--- src/rtl/uart_xcvr.sv ---
// -----------------------------------------------------------------------------
// UartXcvr: buffered UART transmitter/receiver
//
// One TX FIFO feeds a frame serializer; a deserializer feeds one RX FIFO.
// Frame: start(0), DATA_BITS data LSB first, optional parity, STOP_BITS stop
// bits(1). Each bit lasts P = CLOCKRATE/BAUDRATE clocks (P >= 4).
//
// Parameters:
//   BAUDRATE, CLOCKRATE  line bit rate and CLK frequency (Hz)
//   DATA_BITS            payload bits per frame, 5..8
//   PARITY               0 = none, 1 = even, 2 = odd
//   STOP_BITS            1 or 2
//   FIFO_DEPTH_LOG2      log2 of entries in each FIFO
//
// Ports:
//   CLK         clock, rising edge
//   RST         asynchronous active-high reset
//   send_flag   push send_data into the TX FIFO (ignored while full)
//   send_data   byte to transmit
//   recv_flag   pop the RX FIFO head (ignored while empty)
//   recv_data   RX FIFO head, first-word fall-through, zero while empty
//   recv_err    {parity_err, framing_err} of the RX FIFO head
//   sendable    TX FIFO not full
//   receivable  RX FIFO not empty
//   overrun     sticky: a frame was dropped on a full RX FIFO
//   Tx          registered serial output, idle high
//   Rx          serial input, asynchronous to CLK
//   loopback    (only with UART_LOOPBACK_EN) route TX stream into RX, hold Tx=1
//
// Build option: define UART_LOOPBACK_EN to add the loopback port.
// -----------------------------------------------------------------------------

// Small first-word fall-through FIFO shared by the TX and RX paths.
module uart_xcvr_fifo #(
  parameter int WIDTH      = 8,
  parameter int DEPTH_LOG2 = 4
) (
  input  logic             CLK,
  input  logic             RST,
  input  logic             push,
  input  logic [WIDTH-1:0] din,
  input  logic             pop,
  output logic [WIDTH-1:0] dout,
  output logic             empty,
  output logic             full
);

  localparam int DEPTH = 1 << DEPTH_LOG2;
  localparam int CNTW  = DEPTH_LOG2 + 1;
  localparam logic [CNTW-1:0] FULL_COUNT = CNTW'(DEPTH);

  logic [WIDTH-1:0]      mem [DEPTH];
  logic [DEPTH_LOG2-1:0] wr_ptr;
  logic [DEPTH_LOG2-1:0] rd_ptr;
  logic [CNTW-1:0]       count;
  logic                  push_ok;
  logic                  pop_ok;

  assign empty   = (count == '0);
  assign full    = (count == FULL_COUNT);
  assign push_ok = push && !full;
  assign pop_ok  = pop && !empty;

  // Head is forced to zero while empty so the output is defined out of reset
  // without having to clear the storage array.
  assign dout = empty ? '0 : mem[rd_ptr];

  // Pointer and occupancy bookkeeping; a simultaneous push and pop leaves
  // the count unchanged.
  always_ff @(posedge CLK or posedge RST) begin
    if (RST) begin
      wr_ptr <= '0;
      rd_ptr <= '0;
      count  <= '0;
    end else begin
      if (push_ok) wr_ptr <= wr_ptr + DEPTH_LOG2'(1);
      if (pop_ok)  rd_ptr <= rd_ptr + DEPTH_LOG2'(1);
      case ({push_ok, pop_ok})
        2'b10:   count <= count + CNTW'(1);
        2'b01:   count <= count - CNTW'(1);
        default: count <= count;
      endcase
    end
  end

  // Storage array, written only on an accepted push.
  always_ff @(posedge CLK) begin
    if (push_ok) mem[wr_ptr] <= din;
  end

endmodule

module uart_xcvr #(
  parameter int BAUDRATE        = 10000,
  parameter int CLOCKRATE       = 10000000,
  parameter int DATA_BITS       = 8,
  parameter int PARITY          = 1,
  parameter int STOP_BITS       = 1,
  parameter int FIFO_DEPTH_LOG2 = 4
) (
  input  logic                 CLK,
  input  logic                 RST,
`ifdef UART_LOOPBACK_EN
  input  logic                 loopback,
`endif
  input  logic                 send_flag,
  input  logic [DATA_BITS-1:0] send_data,
  input  logic                 recv_flag,
  output logic [DATA_BITS-1:0] recv_data,
  output logic [1:0]           recv_err,
  output logic                 sendable,
  output logic                 receivable,
  output logic                 overrun,
  output logic                 Tx,
  input  logic                 Rx
);

  localparam int P  = CLOCKRATE / BAUDRATE;
  localparam int CW = $clog2(P);
  localparam int BW = $clog2(DATA_BITS);
  localparam int RW = DATA_BITS + 2;

  localparam logic [CW-1:0] CNT_LAST  = CW'(P - 1);
  localparam logic [CW-1:0] CNT_HALF  = CW'(P / 2);
  localparam logic [BW-1:0] BIT_LAST  = BW'(DATA_BITS - 1);
  localparam logic          STOP_LAST = (STOP_BITS == 2);

  typedef enum logic [2:0] {
    TX_IDLE, TX_START, TX_DATA, TX_PARITY, TX_STOP
  } tx_state_t;

  typedef enum logic [2:0] {
    RX_IDLE, RX_START, RX_DATA, RX_PARITY, RX_STOP, RX_WAIT_HIGH
  } rx_state_t;

  // ---------------------------------------------------------------------------
  // Transmit path
  // ---------------------------------------------------------------------------
  logic [DATA_BITS-1:0] tx_head;
  logic                 tx_empty;
  logic                 tx_full;
  logic                 tx_pop;
  logic                 tx_head_par;
  logic                 tx_last_tick;

  tx_state_t            tx_state;
  logic [CW-1:0]        tx_cnt;
  logic [BW-1:0]        tx_idx;
  logic                 tx_stop_idx;
  logic [DATA_BITS-1:0] tx_shift;
  logic                 tx_par;
  logic                 tx_line;

  uart_xcvr_fifo #(
    .WIDTH      (DATA_BITS),
    .DEPTH_LOG2 (FIFO_DEPTH_LOG2)
  ) u_tx_fifo (
    .CLK   (CLK),
    .RST   (RST),
    .push  (send_flag),
    .din   (send_data),
    .pop   (tx_pop),
    .dout  (tx_head),
    .empty (tx_empty),
    .full  (tx_full)
  );

  assign sendable     = !tx_full;
  assign tx_last_tick = (tx_cnt == CNT_LAST);
  assign tx_head_par  = (PARITY == 2) ? ~(^tx_head) : (^tx_head);

  // The serializer takes a byte either straight from idle or at the very end
  // of the last stop bit, so consecutive frames leave no idle gap.
  always_comb begin
    tx_pop = 1'b0;
    if (!tx_empty) begin
      if (tx_state == TX_IDLE)
        tx_pop = 1'b1;
      else if (tx_state == TX_STOP && tx_last_tick && tx_stop_idx == STOP_LAST)
        tx_pop = 1'b1;
    end
  end

  // Serializer FSM: tx_line is the registered line level; each state holds it
  // for exactly P clocks, counted by tx_cnt from 0 to P-1.
  always_ff @(posedge CLK or posedge RST) begin
    if (RST) begin
      tx_state    <= TX_IDLE;
      tx_cnt      <= '0;
      tx_idx      <= '0;
      tx_stop_idx <= 1'b0;
      tx_shift    <= '0;
      tx_par      <= 1'b0;
      tx_line     <= 1'b1;
    end else begin
      case (tx_state)
        TX_IDLE: begin
          if (tx_pop) begin
            tx_shift <= tx_head;
            tx_par   <= tx_head_par;
            tx_line  <= 1'b0;
            tx_cnt   <= '0;
            tx_state <= TX_START;
          end
        end
        TX_START: begin
          if (tx_last_tick) begin
            tx_line  <= tx_shift[0];
            tx_shift <= tx_shift >> 1;
            tx_idx   <= '0;
            tx_cnt   <= '0;
            tx_state <= TX_DATA;
          end else begin
            tx_cnt <= tx_cnt + CW'(1);
          end
        end
        TX_DATA: begin
          if (tx_last_tick) begin
            tx_cnt <= '0;
            if (tx_idx == BIT_LAST) begin
              if (PARITY != 0) begin
                tx_line  <= tx_par;
                tx_state <= TX_PARITY;
              end else begin
                tx_line     <= 1'b1;
                tx_stop_idx <= 1'b0;
                tx_state    <= TX_STOP;
              end
            end else begin
              tx_idx   <= tx_idx + BW'(1);
              tx_line  <= tx_shift[0];
              tx_shift <= tx_shift >> 1;
            end
          end else begin
            tx_cnt <= tx_cnt + CW'(1);
          end
        end
        TX_PARITY: begin
          if (tx_last_tick) begin
            tx_cnt      <= '0;
            tx_line     <= 1'b1;
            tx_stop_idx <= 1'b0;
            tx_state    <= TX_STOP;
          end else begin
            tx_cnt <= tx_cnt + CW'(1);
          end
        end
        TX_STOP: begin
          if (tx_last_tick) begin
            tx_cnt <= '0;
            if (tx_stop_idx == STOP_LAST) begin
              if (tx_pop) begin
                tx_shift <= tx_head;
                tx_par   <= tx_head_par;
                tx_line  <= 1'b0;
                tx_state <= TX_START;
              end else begin
                tx_line  <= 1'b1;
                tx_state <= TX_IDLE;
              end
            end else begin
              tx_stop_idx <= 1'b1;
            end
          end else begin
            tx_cnt <= tx_cnt + CW'(1);
          end
        end
        default: begin
          tx_line  <= 1'b1;
          tx_state <= TX_IDLE;
        end
      endcase
    end
  end

  // ---------------------------------------------------------------------------
  // Line selection (loopback option)
  // ---------------------------------------------------------------------------
  logic rx_src;

`ifdef UART_LOOPBACK_EN
  assign rx_src = loopback ? tx_line : Rx;
  assign Tx     = tx_line | loopback;
`else
  assign rx_src = Rx;
  assign Tx     = tx_line;
`endif

  // ---------------------------------------------------------------------------
  // Receive path
  // ---------------------------------------------------------------------------
  logic                 rx_meta;
  logic                 rx_sync;
  logic                 rx_prev;

  rx_state_t            rx_state;
  logic [CW-1:0]        rx_cnt;
  logic [BW-1:0]        rx_idx;
  logic [DATA_BITS-1:0] rx_shift;
  logic                 rx_perr;
  logic                 rx_mid;
  logic                 rx_wr;
  logic                 rx_par_exp;
  logic [RW-1:0]        rx_din;
  logic [RW-1:0]        rx_dout;
  logic                 rx_empty;
  logic                 rx_full;

  // Two-flop synchronizer plus a delayed copy for falling-edge detection.
  // All three reset high so reset release does not look like a start edge.
  always_ff @(posedge CLK or posedge RST) begin
    if (RST) begin
      rx_meta <= 1'b1;
      rx_sync <= 1'b1;
      rx_prev <= 1'b1;
    end else begin
      rx_meta <= rx_src;
      rx_sync <= rx_meta;
      rx_prev <= rx_sync;
    end
  end

  assign rx_mid     = (rx_cnt == CNT_HALF);
  assign rx_wr      = (rx_state == RX_STOP) && rx_mid;
  assign rx_par_exp = (PARITY == 2) ? ~(^rx_shift) : (^rx_shift);
  assign rx_din     = {rx_perr, ~rx_sync, rx_shift};

  // Deserializer FSM: the edge cycle counts as 0 of the start bit, the counter
  // wraps every P clocks, and every bit is sampled when it reads P/2. The
  // state names the bit expected at the next mid-sample.
  always_ff @(posedge CLK or posedge RST) begin
    if (RST) begin
      rx_state <= RX_IDLE;
      rx_cnt   <= '0;
      rx_idx   <= '0;
      rx_shift <= '0;
      rx_perr  <= 1'b0;
    end else begin
      case (rx_state)
        RX_IDLE: begin
          if (rx_prev && !rx_sync) begin
            rx_cnt   <= CW'(1);
            rx_perr  <= 1'b0;
            rx_state <= RX_START;
          end
        end
        RX_WAIT_HIGH: begin
          if (rx_sync) rx_state <= RX_IDLE;
        end
        default: begin
          rx_cnt <= (rx_cnt == CNT_LAST) ? '0 : rx_cnt + CW'(1);
          if (rx_mid) begin
            case (rx_state)
              RX_START: begin
                if (rx_sync) begin
                  rx_state <= RX_IDLE;
                end else begin
                  rx_idx   <= '0;
                  rx_state <= RX_DATA;
                end
              end
              RX_DATA: begin
                rx_shift <= {rx_sync, rx_shift[DATA_BITS-1:1]};
                if (rx_idx == BIT_LAST)
                  rx_state <= (PARITY != 0) ? RX_PARITY : RX_STOP;
                else
                  rx_idx <= rx_idx + BW'(1);
              end
              RX_PARITY: begin
                rx_perr  <= (rx_sync != rx_par_exp);
                rx_state <= RX_STOP;
              end
              RX_STOP: begin
                rx_state <= rx_sync ? RX_IDLE : RX_WAIT_HIGH;
              end
              default: rx_state <= RX_IDLE;
            endcase
          end
        end
      endcase
    end
  end

  uart_xcvr_fifo #(
    .WIDTH      (RW),
    .DEPTH_LOG2 (FIFO_DEPTH_LOG2)
  ) u_rx_fifo (
    .CLK   (CLK),
    .RST   (RST),
    .push  (rx_wr),
    .din   (rx_din),
    .pop   (recv_flag),
    .dout  (rx_dout),
    .empty (rx_empty),
    .full  (rx_full)
  );

  assign recv_data  = rx_dout[DATA_BITS-1:0];
  assign recv_err   = rx_dout[RW-1:DATA_BITS];
  assign receivable = !rx_empty;

  // Sticky overrun flag: a drop wins over a same-cycle pop so the loss is
  // never hidden; the next accepted pop afterwards clears it.
  always_ff @(posedge CLK or posedge RST) begin
    if (RST)
      overrun <= 1'b0;
    else if (rx_wr && rx_full)
      overrun <= 1'b1;
    else if (recv_flag && !rx_empty)
      overrun <= 1'b0;
  end

endmodule

--- config.mk ---
export PLATFORM = sky130hd
export DESIGN_NAME = uart_xcvr
export DESIGN_NICKNAME = d
export VERILOG_FILES = /design/src/rtl/uart_xcvr.sv
export SDC_FILE = /design/constraint.sdc
export NUM_CORES = 1
export LEC_CHECK = 0
export CAP_MARGIN = 10
export CORE_ASPECT_RATIO = 0.75
export CORE_MARGIN = 4
export CORE_UTILIZATION = 45
export DETAILED_ROUTE_END_ITERATION = 12
export SYNTH_ARGS = -nofsm -noshare
export SYNTH_HDL_FRONTEND = slang
export SYNTH_SLANG_ARGS = --single-unit
--- constraint.sdc ---
create_clock -name CLK -period 6.85 [get_ports CLK]
set_input_delay 1.7125 -clock CLK [delete_from_list [all_inputs] [get_ports CLK]]
set_output_delay 1.7125 -clock CLK [all_outputs]
set_load 0.02 [all_outputs]
==> impl_metrics.env <==
export IMPL_status="complete, no violations"
export IMPL_synthArstFlopShare_pct=22.0
export IMPL_fmax_mhz=186
export IMPL_first_pass_iters=5
export IMPL_r2r_end="tx_par$_DFFE_PP0P_"
export IMPL_cts_root_buf="clkbuf_16"
export IMPL_ys_ff_latch=369
export IMPL_vias=8043
export IMPL_dieHeight_um=169
export IMPL_drv_slew=0
export IMPL_hold_depth=0
export IMPL_cts_hold_buf=0
export IMPL_powerDensity_nw_per_um2=361
export IMPL_grt_pass1_wl_um=48700
export IMPL_worstPathRequired_ns=5.14
export IMPL_worst_pin_slew_ns=1.06
export IMPL_syn_to_final_growth_pct=12.6
export IMPL_period_needed_ns=5.37
export IMPL_netlist_area_um2=15600
export IMPL_synth_area_per_cell_um2=16.8
export IMPL_tns_ns=0
export IMPL_grt_max_degree=69
export IMPL_fillCellCount=2741
export IMPL_power_uw=6330
export IMPL_wl_per_cell_um=21.5
export IMPL_cts_sinks=369
export IMPL_hold_end="rx_sync$_DFF_PP1_"
export IMPL_layout_drive_gt1_share_pct=17.2
export IMPL_rrSetupSlack_ns=3.26
export IMPL_gp_congestion=0.764
export IMPL_drtAntennaViolNets=0
export IMPL_p_leak_uw=0.00572
export IMPL_irDropWorstVdd_mv=0.237
export IMPL_multi_input_area_um2=4620
export IMPL_cp_max_fo=29
export IMPL_rows=58
export IMPL_startpoint_type="register"
export IMPL_hold_slack_ns=0.357
export IMPL_setup_violations_final=0
export IMPL_synth_nets=967
export IMPL_max_slew_margin_pct=29.4
export IMPL_cts_resized=0
export IMPL_post_dp_hpwl_um=19100
export IMPL_grt_util_all_layers_pct=16.8
export IMPL_antenna_cells=0
export IMPL_seq_area_um2=10700
export IMPL_yosysWarnings=0
export IMPL_min_period_over_period_pct=78.4
export IMPL_core_um2=33800
export IMPL_rr_worst_depth=7
export IMPL_numCtsBuffers=38
export IMPL_initial_core_util_pct=46.0
export IMPL_boundaryPins=27
export IMPL_hold_class="register to register"
export IMPL_clk_path_buf_depth=3
export IMPL_cts_tree="built"
export IMPL_die_area_um2=37600
export IMPL_synth_cell_types=56
export IMPL_crit_arrival_ns=3.66
export IMPL_synth_edf_count=288
export IMPL_port_buffers=26
export IMPL_finClkSkew_ns=0.0187
export IMPL_crit_path_end_kind="primary output"
export IMPL_drc=0
export IMPL_rsz0062_at_grt="false"
export IMPL_timing_rr_start="u_tx_fifo.rd_ptr[0]$_DFFE_PP0P_"
export IMPL_routed_wirelength_um=31000
export IMPL_grt_pass1_vias=8079
export IMPL_min_delay_start="rx_meta$_DFF_PP1_"
export IMPL_htree_levels=2
export IMPL_seq_area_frac_synth_pct=68.7
export IMPL_drtIter0Drc=732
export IMPL_clk_latency_ns=0.54
export IMPL_via_per_inst=5.57
export IMPL_maxCapViolCount=0
export IMPL_cts_setup_buffers=0
export IMPL_path_clk_slew_ns=0.06
export IMPL_antenna_found_initial=0
export IMPL_hold_violations=0
export IMPL_die_x_um=223
export IMPL_gr_total_overflow=0
export IMPL_crit_type="register to primary output"
export IMPL_worstSetupStartpoint="u_rx_fifo.rd_ptr[0]$_DFFE_PP0P_"
export IMPL_synth_cells=928
export IMPL_nNetsFinal=1004
export IMPL_synthFlopType="edfxtp_1"
worst max path at each step:
stage | end | slack [ns]
after floorplan | recv_data[1] | 2.78
after global placement | recv_err[0] | 1.96
after detailed placement | recv_err[0] | 1.94
after CTS | recv_err[0] | 1.35
after global routing | recv_err[0] | 1.20
final | recv_data[0] | 1.48
synthesized netlist by cell type, types with 8 or more instances:
master | number | share of area (%)
edfxtp_1 | 288 | 56
dfrtp_1 | 77 | 12
mux4_2 | 68 | 9.8
nand2_1 | 54 | 1.3
o21ai_0 | 48 | 1.5
nor2_1 | 41 | 0.99
and2_1 | 28 | 1.1
xnor2_1 | 27 | 1.5
clkbuf_1 | 25 | 0.60
ha_1 | 25 | 2.0
mux2i_1 | 25 | 1.6
inv_1 | 23 | 0.56
mux2_2 | 20 | 1.4
a21oi_1 | 16 | 0.51
xor2_1 | 16 | 0.90
nand3_1 | 15 | 0.48
nor3_1 | 13 | 0.42
a22o_1 | 9 | 0.51
nand2b_1 | 9 | 0.36
nor4_1 | 9 | 0.36
a221oi_1 | 8 | 0.45
cell usage in the layout, fill, tap and decap left out, types with 12 or more instances in the layout:
cell type        Yosys  routed
dfrtp_1             77      74
clkbuf_1            25      14
o21ai_0             48      48
mux2i_1             25      25
nor2_1              41      41
nand2_1             54      54
clkbuf_16            0      39
inv_1               23      22
xnor2_1             27      27
xor2_1              16      16
buf_4                1      12
nor3_1              13      13
edfxtp_1           288     288
mux2_2              20      20
and2_1              28      28
clkdlybuf4s50_1      0      26
mux4_2              68      68
a21oi_1             16      16
nand3_1             15      15
ha_1                25      25
state kept, by name, indices dropped and copies added, names as in the netlist, 5 cells and up:
signal / count
rx_cnt: 10
rx_shift: 8
tx_cnt: 10
tx_shift: 8
u_rx_fifo.count: 5
u_rx_fifo.mem: 160
u_tx_fifo.count: 5
u_tx_fifo.mem: 128
critical path, cell delays in order (launching register included):
cell and delay [ns]:
dfrtp_2 0.97, buf_4 0.43, mux4_2 0.55, mux4_2 0.46, and2_1 0.17, clkdlybuf4s50_1 0.53
routing by layer:
layer | GRT usage, % | share of wire, % | wire length (µm) | up-vias
met5 | 0 | 0 | 0 | -
met4 | 3.88 | 1.6 | 483 | 0
met3 | 3.21 | 5.8 | 1810 | 36
met2 | 24.0 | 43 | 13300 | 179
met1 | 26.8 | 50 | 15400 | 4144
li1 | - | - | - | 3684
metrics by stage:
step                      std cells  worst slack (ns)  cell area, µm²  utilization [%]
after floorplan                 928              2.78           15600                -
after global placement         1375              1.96           16300             48.2
after detailed placement       1375              1.94           16300             48.2
after CTS                      1444              1.35           17500             51.8
after global routing           1444              1.20           17500             51.8
final                          1444              1.48           17500             51.8
final cells by class:
type | instances | area share [%]
flip-flops and latches | 369 | 61.0
repair buffers | 38 | 2.00
inverters | 24 | 0.522
clock buffers | 58 | 6.27
clock inverters | 11 | 0.586
multi-input cells | 494 | 26.4
well taps | 450 | 3.22
kinds of logic (layout without fill, tap and decap cells):
| group | count (synthesis) | count (layout) | synth area share (%) |
|---|---|---|---|
| xor gates and xnor gates | 45 | 45 | 2.71 |
| DFF | 369 | 369 | 68.7 |
| muxes | 119 | 119 | 13.8 |
| adders and majority gates | 26 | 26 | 2.14 |
| AOI/OAI and AO/OA | 109 | 109 | 4.57 |
| and+or+nand+nor | 195 | 195 | 6.19 |
| buffers and inverters | 65 | 131 | 1.87 |
power breakdown:
part / total (µW) / internal [µW] / switching [µW]
combinational: 1440 / 756 / 689
clock: 1980 / 1150 / 826
sequential: 2900 / 2600 / 301
No activity file was read; power rests on OpenSTA's default activity.
